==> config.mk <==
export PLATFORM = sky130hd
export DESIGN_NAME = cla_nibble_seq
export DESIGN_NICKNAME = d
export VERILOG_FILES = /design/src/rtl/cla_pkg.sv /design/src/rtl/cla4_slice.sv /design/src/rtl/cla_nibble_seq.sv
export SDC_FILE = /design/constraint.sdc
export NUM_CORES = 1
export LEC_CHECK = 0
export ABC_CLOCK_PERIOD_IN_PS = 4700
export CAP_MARGIN = 15
export CORE_UTILIZATION = 40
export DETAILED_ROUTE_END_ITERATION = 10
export GPL_TIMING_DRIVEN = 0
export HOLD_SLACK_MARGIN = 0.12
export PLACE_DENSITY = 0.63
export SLEW_MARGIN = 20
export SYNTH_ARGS = -nofsm -noshare
export SYNTH_HDL_FRONTEND = slang
export SYNTH_SLANG_ARGS = --single-unit
export TNS_END_PERCENT = 10
==> constraint.sdc <==
create_clock -name clk -period 4.7 [get_ports clk]
set_input_delay 0.94 -clock clk [delete_from_list [all_inputs] [get_ports clk]]
set_output_delay 0.94 -clock clk [all_outputs]
set_load 0.03 [all_outputs]
==> src/rtl/cla_pkg.sv <==
// Shared definitions for the nibble-serial carry-lookahead adder: FSM states,
// nibble size and the nibble-index width helper.
package cla_pkg;

  localparam int NIBBLE = 4;

  typedef enum logic [1:0] {
    IDLE = 2'd0,
    RUN  = 2'd1,
    DONE = 2'd2
  } state_t;

  // Bits needed to index WIDTH/4 nibbles, never less than one.
  function automatic int idx_width(input int width);
    int w;
    w = $clog2(width / NIBBLE);
    return (w < 1) ? 1 : w;
  endfunction

endpackage

==> src/rtl/cla4_slice.sv <==
// Combinational 4-bit carry-lookahead slice. c3 is the carry into the top bit,
// used for two's-complement overflow detection.
module cla4_slice (
  input  logic [3:0] a,
  input  logic [3:0] b,
  input  logic       ci,
  output logic [3:0] s,
  output logic       co,
  output logic       c3
);

  logic [3:0] p;
  logic [3:0] g;
  logic       c1;
  logic       c2;

  assign p = a ^ b;
  assign g = a & b;

  // Every carry is a flat sum of products of g/p/ci, so no carry waits on another.
  assign c1 = g[0] | (p[0] & ci);
  assign c2 = g[1] | (p[1] & g[0]) | (p[1] & p[0] & ci);
  assign c3 = g[2] | (p[2] & g[1]) | (p[2] & p[1] & g[0]) | (p[2] & p[1] & p[0] & ci);
  assign co = g[3] | (p[3] & g[2]) | (p[3] & p[2] & g[1]) | (p[3] & p[2] & p[1] & g[0])
            | (p[3] & p[2] & p[1] & p[0] & ci);

  assign s = p ^ {c3, c2, c1, ci};

endmodule

==> src/rtl/cla_nibble_seq.sv <==
// Sequential adder reusing one cla4_slice over WIDTH/4 cycles.
// Define CLA_SEQ_OVF_FLAG_EN to add the registered two's-complement ovf output.
module cla_nibble_seq
  import cla_pkg::*;
#(
  parameter int WIDTH = 16
) (
  input  logic             clk,
  input  logic             rst,
  input  logic             in_valid,
  output logic             in_ready,
  input  logic [WIDTH-1:0] a,
  input  logic [WIDTH-1:0] b,
  input  logic             cin,
  output logic             out_valid,
  input  logic             out_ready,
  output logic [WIDTH-1:0] sum,
  output logic             cout,
`ifdef CLA_SEQ_OVF_FLAG_EN
  output logic             ovf,
`endif
  output logic             busy
);

  localparam int IW = idx_width(WIDTH);
  localparam logic [IW-1:0] LAST = IW'(WIDTH / NIBBLE - 1);

  // Handshake: a transfer happens on a rising edge where valid && ready are both
  // high; the producer holds its data until then, in_ready is high only in IDLE,
  // and out_valid holds sum/cout steady from DONE entry until the consumer takes it.
  state_t           state;
  logic [IW-1:0]    idx;
  logic             carry;
  logic [WIDTH-1:0] a_q;
  logic [WIDTH-1:0] b_q;
  logic [WIDTH-1:0] sum_q;
  logic             cout_q;
  logic             out_valid_q;

  logic [3:0] a_nib;
  logic [3:0] b_nib;
  logic [3:0] s_nib;
  logic       co_nib;

  assign a_nib = a_q[idx*NIBBLE +: NIBBLE];
  assign b_nib = b_q[idx*NIBBLE +: NIBBLE];

`ifdef CLA_SEQ_OVF_FLAG_EN
  logic c3_nib;
  logic ovf_q;
  assign ovf = ovf_q;
`else
  logic c3_unused;
`endif

  cla4_slice u_slice (
    .a  (a_nib),
    .b  (b_nib),
    .ci (carry),
    .s  (s_nib),
    .co (co_nib),
`ifdef CLA_SEQ_OVF_FLAG_EN
    .c3 (c3_nib)
`else
    .c3 (c3_unused)
`endif
  );

  always_ff @(posedge clk) begin
    if (rst) begin
      state       <= IDLE;
      idx         <= '0;
      carry       <= 1'b0;
      a_q         <= '0;
      b_q         <= '0;
      sum_q       <= '0;
      cout_q      <= 1'b0;
      out_valid_q <= 1'b0;
`ifdef CLA_SEQ_OVF_FLAG_EN
      ovf_q       <= 1'b0;
`endif
    end else begin
      case (state)
        IDLE: begin
          if (in_valid) begin
            a_q   <= a;
            b_q   <= b;
            carry <= cin;
            idx   <= '0;
            state <= RUN;
          end
        end
        RUN: begin
          sum_q[idx*NIBBLE +: NIBBLE] <= s_nib;
          carry <= co_nib;
          idx   <= idx + 1'b1;
          if (idx == LAST) begin
            state       <= DONE;
            out_valid_q <= 1'b1;
            cout_q      <= co_nib;
`ifdef CLA_SEQ_OVF_FLAG_EN
            ovf_q       <= c3_nib ^ co_nib;
`endif
          end
        end
        DONE: begin
          if (out_ready) begin
            out_valid_q <= 1'b0;
            state       <= IDLE;
          end
        end
        default: state <= IDLE;
      endcase
    end
  end

  assign in_ready  = (state == IDLE);
  assign busy      = (state != IDLE);
  assign out_valid = out_valid_q;
  assign sum       = sum_q;
  assign cout      = cout_q;

endmodule

Yosys cells after proc, flatten, opt, wreduce, memory -nomap -nowiden
Cells that the tools add are included.
Operators by class
  shift operators: 4
  mux-type cells: 12
  reduce and logical (&&, ||, !) cells: 9
  eq/ne operators: 6
  add/subtract/negate cells: 2
  bitwise operators: 29
Operators by type and width (count)
  $neg 4->34: 1
  $shift 4x34->16 const A: 1
  $shiftx 4x34->16: 1
  $shiftx 16x5->4: 2
  $and 1x1->1: 16
  $bwmux 16: 1
  $or 1x1->1: 10
  $mux 2: 4
  $xor 4x4->4: 2
  $ne 2x2->1 const B: 3
  $pmux 2 s3: 1
  $reduce_and 2->1: 3
  $reduce_and 3->1: 2
  $reduce_bool 2->1: 3
  $and 4x4->4: 1
  $eq 2x2->1 const B: 2
  $pmux 1 s2: 2
  $pmux 2 s2: 1
  $mux 1: 3
  $add 2x1->2 const B: 1
  $eq 2x1->1 const B: 1
  $logic_not 2->1: 1
Storage, ports and cells
  word-level logic and storage cells: 70
  output and inout bits: 20
  register bits after elaboration: 55
  bits of input ports: 37

Depth between registers and ports, before layout
Gate-level depths: netlist of the first run.
  depth in word-level cells: 9
  gate-level depth with buffers: 7
  depth with buffers taken out: 6

Hierarchy
A second synthesis of the first run with hierarchy kept.
Second synthesis, totals
  cell total of the unflattened synthesis: 283
  area, all modules: 2493.6 µm²
Modules (own cells, without submodules)
  cla_nibble_seq: area an instance 2338.5 µm², sequential area each 1101.1 µm², times used 1, cells an instance 265
  cla4_slice: area an instance 155.1 µm², sequential area each 0.0 µm², times used 1, cells an instance 18

Worst setup path before layout of the first run
Ideal clock, no wire load.
  path kind: register -> register
  from: reg idx[0]
  to: reg sum_q[11], in the netlist sum[11]
  required time: 4574 ps
  slack: 2272 ps
  buffers on the path: 1
  setup time: 126 ps
  data arrival time: 2302 ps
  period minus slack after synthesis: 2428 ps
  stages on the path, launching flop included: 8
  cell sequence: dfxtp_1 > buf_6 > mux4_2 > ha_1 > a211oi_2 > o21bai_1 > xnor2_1 > o21ai_1
On the way
  longest elaborated chain between the ends: 9
  elaborated cells between the ends (all ways): 24
  those cells by class: add/sub: 1; shift: 4; mux: 1; bitwise: 18
Ends and longest elaborated chain
  from (decl): line cla_nibble_seq.sv:32  | logic [IW-1:0] idx;
  from (signal assigned): line cla_nibble_seq.sv:96  | idx <= idx + 1'b1;
  $shiftx 16x5->4 (on tied branches): line cla_nibble_seq.sv:45, cla_nibble_seq.sv:46
  $xor 4x4->4 / $and 4x4->4 (equally long branches): line cla4_slice.sv:17, cla4_slice.sv:18
  $and 1x1->1: line cla4_slice.sv:23  | assign c3 = g[2] | (p[2] & g[1]) | (p[2] & p[1] & g[0]) | (p[2] & p[1] & p[0] & ci);
  $or 1x1->1 / $and 1x1->1 (equally long branches) (2 in series): line cla4_slice.sv:23
  $or 1x1->1: line cla4_slice.sv:23
  $xor 4x4->4: line cla4_slice.sv:27  | assign s = p ^ {c3, c2, c1, ci};
  $shiftx 4x34->16: line cla_nibble_seq.sv:94  | sum_q[idx*NIBBLE +: NIBBLE] <= s_nib;
  $bwmux 16 *: line cla_nibble_seq.sv:94
  to (signal, indexed assignment): line cla_nibble_seq.sv:94
  to (decl): line cla_nibble_seq.sv:36  | logic [WIDTH-1:0] sum_q;
Every way passes the cells marked *; elsewhere a longest branch is shown, timed or not.
A chain may end at the register's enable or synchronous reset.

Final worst setup path of the first run
  from: reg idx[0]
  to: reg sum_q[3], in the netlist sum[3]
Same word-level chain as after synthesis.

==> impl_results.md, run 1 <==
- WP data arrival: 3110 ps
- Setup TNS: 0 ps
- EDFF count, synth: 0
- Worst slew margin: 58.0%
- Nets: 391
- Status: finished clean
- Register bit total from synthesis: 55
- Max-Cap Viols: 0
- DRT Pass-1 Iters: 4
- Detailed Place HPWL: 4090 um
- Die area: 6560 um2
- Placer Congestion: 0.761
- Final Cycle Share: 62.2%
- Avg Inst Size Synth: 8.92 um2
- Max Root-Sink Buffers: 2
- Iteration-0 DRC Markers: 96
- DIE WIDTH: 81.0 um
- Post-Syn Area: 2500 um2
- Synth top area cells: dfxtp_1 44%, nand2_1 12%, a21oi_1 8.2%, mux4_2 7.2%, ha_1 5.0%
- Vias per cell: 5.04
- Vias in the first global route: 1970
- CTS tree: built
- Power per Cell Area: 317 nW/um2
- Pleak: 1.20 nW
- Post-CTS Repair Setup Buffers: 0
- Tot Pwr: 0.00104 W
- Total clock buffers created by CTS: 5
- Row count: 28
- WL/cell: 13.3 um
- DIE HEIGHT: 81.0 um
- Mapped Cells: 280
- Total routed wirelength: 5560 um
- Gr ovfl total: 0
- Max Clock Skew: 8.71 ps
- Seq/Total Area, Yosys: 44.1%
- Setup violators final: 0
- H-Tree Depth: 2
- Top FF cell, synth: dfxtp_1
- DRC: 0
- Worst slew pin tran: 630 ps
- Synth top area share: 44.1%
- Global-route wire length before repair: 9180 um
- Worst skew pair latency: 310 ps
- Worst EP required: 4890 ps
- Worst setup EP type: flip-flop
- Hold crit path type: flip-flop to flip-flop
- Initial Util: 41.9%
- DR vias: 2113
- Layout Area Growth over Synthesis: 31.7%
- Io pins: 57
- IO buf count: 56
- # diodes: 0
- RSZ-0062 raised after global routing: no
- GRT Util Overall: 18.7%
- Final min period: 2920 ps
- Largest net degree at the start of global routing: 18
- Clock transition at path regs: 100 ps
- Hold_buf cts: 0
- Max Slew Vio Count: 0
- Crit path max fanout: 10
- Fraction of registers with async set/reset: 0%
- Post-synthesis cell type with the largest combined area: dfxtp_1
- Synth top cells by count: 81 x nand2_1, 55 x dfxtp_1, 41 x a21oi_1
- Yosys cell types: 34
- Worst setup path class: flip-flop to flip-flop
- Cell with the most instances after synthesis: nand2_1
- Final Hold Fails: 0
- Yosys warning total: 0
- Number of antenna violations at the first check in global routing: 0
- Syn nets: 328
- Clock Sink Count: 55
- Core area: 5960 um2
- Share of cells above drive strength 1: 10.2%
- CTS resizes: 0
- Max VDD drop: 0.133 mV
- CTS root buf: clkbuf_8
- Max Clk Rate: 0.342 GHz
- ANT nets after route: 0
- Startpoint types: flip-flop
-- state kept, by name, summed over array words and instances (netlist names) --
| register | cells |
|---|---|
| cout | 1 |
| b_q | 16 |
| sum | 16 |
| state | 2 |
| a_q | 16 |
| idx | 2 |
| out_valid | 1 |
| carry | 1 |
-- power by group --
part           internal, W  switching [W]  leakage [nW]  total [W]
Sequential        0.000487      0.0000124         0.449   0.000500
Clock             0.000212       0.000154        0.0644   0.000367
Combinational    0.0000835      0.0000921         0.685   0.000176
Total             0.000783       0.000259          1.20    0.00104
-- metal layers --
metal | wire [um] | global-route usage (%)
met5 | 0 | 0
met4 | 70 | 5.36
met3 | 177 | 3.37
met2 | 2630 | 31.4
met1 | 2680 | 24.4
-- cell families (layout without fill, tap and decap cells) --
family	count (synthesis)	after routing	synth area share, %
adder cells (fa/ha/maj)	11	11	5.81
buffers and inverters	21	85	4.96
XOR/XNOR	2	2	0.702
AO/OA/AOI/OAI	64	64	15.0
multiplexers	8	8	7.21
flip-flops	55	55	44.1
AND/OR/NAND/NOR	119	119	22.2
-- layout make-up --
type | instances | area (um2)
Buffer | 17 | 109
Clock buffer | 5 | 68.8
Clock inverter | 3 | 67.6
Fill cell | 593 | 2670
Inverter | 4 | 15.0
Multi-Input combinational cell | 204 | 1270
Sequential cell | 55 | 1100
Tap cell | 75 | 93.8
Timing Repair Buffer | 56 | 561
-- layout by cell type (no fill, tap or decap), types with 5 or more instances in the layout --
| cell | Yosys | layout |
|---|---|---|
| nor2_1 | 18 | 18 |
| nand2_1 | 81 | 81 |
| a22oi_1 | 8 | 8 |
| mux4_2 | 8 | 8 |
| ha_1 | 10 | 10 |
| clkbuf_8 | 0 | 5 |
| dfxtp_1 | 55 | 55 |
| clkdlybuf4s50_1 | 0 | 56 |
| a21oi_1 | 41 | 41 |
| clkbuf_1 | 7 | 7 |
-- path summary, 6_finish.rpt --
path,startpoint,end,slack [ps],depth (start not counted)
worst max-delay path,idx[0],sum[3],1780,7
worst min-delay path,b_q[8],b_q[8],460,2
worst max register to register,idx[0],sum[3],1780,7
worst min register to register,b_q[8],b_q[8],460,2
-- stage by stage --
step / instance area (um2) / std cells / setup WS (ps) / hold slack (ps) / util [%]
final: 3290 / 419 / 1780 / 458 / 55.2
after global routing: 3290 / 419 / 1670 / 478 / 55.2
after CTS: 3290 / 419 / 1760 / 460 / 55.2
after detailed placement: 3150 / 411 / 1840 / 447 / 52.9
after global placement: 3150 / 411 / 1860 / 440 / 52.9
after floorplan: 2500 / 280 / 2270 / 433 / -
-- critical path, stage by stage, from the launching register on --
cell      delay [ps]
dfxtp_1          590
buf_6            250
mux4_2           570
ha_1             330
a211oi_2         260
o21bai_1         180
xnor2_1          470
o21ai_1          130
Note: power is estimated with default switching activity, not from simulation.
==> inputs of run 2 (changes only) <==
--- a/config.mk
+++ b/config.mk
@@ -5,7 +5,7 @@
 export SDC_FILE = /design/constraint.sdc
 export NUM_CORES = 1
 export LEC_CHECK = 0
-export ABC_CLOCK_PERIOD_IN_PS = 4700
+export ABC_CLOCK_PERIOD_IN_PS = 2850
 export CAP_MARGIN = 15
 export CORE_UTILIZATION = 40
 export DETAILED_ROUTE_END_ITERATION = 10
==> constraint.sdc (replaced) <==
create_clock -name clk -period 2.85 [get_ports clk]
set_input_delay 0.57 -clock clk [delete_from_list [all_inputs] [get_ports clk]]
set_output_delay 0.57 -clock clk [all_outputs]
set_load 0.03 [all_outputs]
==> run 2 against run 1 <==
Against the previous run:
- cell area is 0.27% higher
- critical path type unchanged
- largest power group unchanged
- sequential power rose by 65%
- count of clock-buffer cells in the layout unchanged
- critical path depth unchanged
==> impl_results.md, run 2 (same netlist as run 1, synthesis figures left out) <==
- Status: finished clean
- Final min period: 2670 ps (-249 ps)
- Setup violators final: 0 (unchanged)
- Power per Cell Area: 523 nW/um2 (+65%)
- Non-filler instance count after layout: 419 (unchanged)
- Worst setup EP type: flip-flop
- Hold_buf cts: 0 (unchanged)
- Sequential share of power: 47.8% (-0.2 points)
- Clock Sink Count: 55 (unchanged)
- Critical path startpoint: idx[1]
- Max Slew Vio Count: 0 (unchanged)
- DR vias: 2122 (+0.43%)
- Placer Congestion: 0.761 (unchanged)
- HP Start: b_q[8]
- Gate power share: 16.9% (about the same)
- Worst slew pin tran: 611 ps (-18.9 ps)
- Number of antenna violations at the first check in global routing: 0 (unchanged)
- Clock share of power: 35.3% (about the same)
- Nets: 391 (unchanged)
- Total routed wirelength: 5570 um (+0.20%)
- Final Hold Fails: 0 (unchanged)
- WP data arrival: 2880 ps (-230 ps)
- RSZ-0062 raised after global routing: no
- DRT Pass-1 Iters: 4 (unchanged)
- Finished Core Util: 55.4% (+0.15 points)
- DIE WIDTH: 81.0 um (unchanged)
- CTS root buf: clkbuf_8
- Max Clock Skew: 8.59 ps (-0.115 ps)
- Max Root-Sink Buffers: 2 (unchanged)
- Max VDD drop: 0.219 mV (+65%)
- ANT nets after route: 0 (unchanged)
- Commonest non-fill, non-tap cell in the layout: nand2_1
- Pleak: 1.20 nW (+0.24%)
- R2r setup slk: 180 ps (-1600 ps)
- Clock transition at path regs: 100 ps (about the same)
- Largest net degree at the start of global routing: 18 (unchanged)
- Worst skew pair latency: 310 ps (about the same)
- Worst EP required: 3050 ps (-1840 ps)
- Global-route wire length before repair: 9200 um (+0.15%)
- # diodes: 0 (unchanged)
- H-Tree Depth: 2 (unchanged)
- Most frequent cells in the layout: 81 x nand2_1, 56 x clkdlybuf4s50_1, 54 x dfxtp_1
- Placed insts: 411 (unchanged)
- Iteration-0 DRC Markers: 98 (+2.1%)
- Io pins: 57 (unchanged)
- Detailed Place HPWL: 4090 um (unchanged)
- Crit path max fanout: 10 (unchanged)
- Vias in the first global route: 1978 (+0.41%)
- Initial Util: 41.9% (unchanged)
- Layout Area Growth over Synthesis: 32.0%
- Die area: 6560 um2 (unchanged)
- Worst slew margin: 59.3% (+1.3 points)
- CTS tree: built
- Max Clk Rate: 0.374 GHz (+9.3%)
- Final Cycle Share: 93.8% (+32 points)
- R2R Path Start: idx[1]
- Switching Fraction: 25.0% (+0.20 points)
- Row count: 28 (unchanged)
- Vias per cell: 5.06 (+0.43%)
- DRC: 0 (unchanged)
- Startpoint types: flip-flop
- Core area: 5960 um2 (unchanged)
- Place WS: -8.34 ps (-1850 ps)
- Reg2Reg Depth: 7 (unchanged)
- Max-Cap Viols: 0 (unchanged)
- Setup TNS: 0 ps (unchanged)
- Share of cells above drive strength 1: 10.8% (+0.58 points)
- Worst r2r dst: sum[3]
- Gr ovfl total: 0 (unchanged)
- Total clock buffers created by CTS: 5 (unchanged)
- GRT Util Overall: 18.7% (+0.024 points)
- Psw: 0.000432 W (+67%)
- WL/cell: 13.3 um (+0.20%)
- CP Capture Point: sum[3]
- Int Power: 0.00129 W (+65%)
- Final worst-path setup slack: 176 ps (-1600 ps)
- Hold crit path type: flip-flop to flip-flop
- DIE HEIGHT: 81.0 um (unchanged)
- IO buf count: 56 (unchanged)
- Worst setup path class: flip-flop to flip-flop
run 2: cell counts in the layout (fill, tap and decap cells not counted):
Identical to the previous run, type by type.
run 2: what timing repair did:
action                     4_1_cts  5_1_grt
setup endpoints to repair        4        4
cloned                           0        0
setup buffers                    0        0
gates resized for setup          1        1
run 2: power by group through the flow:
stage / sequential [W] / combinational (W) / clock, W
finish: 0.000824 / 0.000292 / 0.000609
global route: 0.000828 / 0.000325 / 0.000641
CTS: 0.000824 / 0.000296 / 0.000612
detailed placement: 0.000842 / 0.000290 / 0
global placement: 0.000841 / 0.000289 / 0
floorplan: 0.000843 / 0.000177 / 0
run 2: metrics by stage:
| step | hold WS, ps | area, um2 | power [W] |
|---|---|---|---|
| global placement | 440 | 3150 | 0.00113 |
| finish | 458 | 3300 | 0.00173 |
| CTS | 460 | 3300 | 0.00173 |
| global route | 478 | 3300 | 0.00179 |
| detailed placement | 447 | 3150 | 0.00113 |
| floorplan | 433 | 2500 | 0.00102 |
run 2: cell type report:
type / count / area (um2)
fillers: 590 / 2660
multi-input cells: 204 / 1280
flip-flops and latches: 55 / 1100
repair buffers: 56 / 561
plain buffers: 17 / 109
well taps: 75 / 93.8
clock buffers: 5 / 68.8
clock inverters: 3 / 67.6
inverters: 4 / 15.0
run 2: routing by layer:
| metal | GRT usage, % | routed length (um) | vias to the layer above |
|---|---|---|---|
| li1 | - | - | 1080 |
| met1 | 24.3 | 2660 | 985 |
| met2 | 31.4 | 2620 | 52 |
| met3 | 3.71 | 216 | 5 |
| met4 | 5.36 | 70 | 0 |
| met5 | 0 | 0 | - |
run 2: worst max-delay path, stage by stage, from the launching register on:
cell      delay [ps]
dfxtp_1          390
clkbuf_1         500
mux4_2           460
ha_1             330
a211oi_2         260
o21bai_1         200
xnor2_2          310
o21ai_1          110
run 2: worst min path at each step:
| stage | to | slack, ps | depth (start not counted) |
|---|---|---|---|
| after floorplan | a_q[10] | 430 | 2 |
| after global routing | a_q[10] | 480 | 2 |
| after detailed placement | b_q[8] | 450 | 2 |
| after global placement | b_q[1] | 440 | 2 |
| final | b_q[8] | 460 | 2 |
| after CTS | b_q[8] | 460 | 2 |
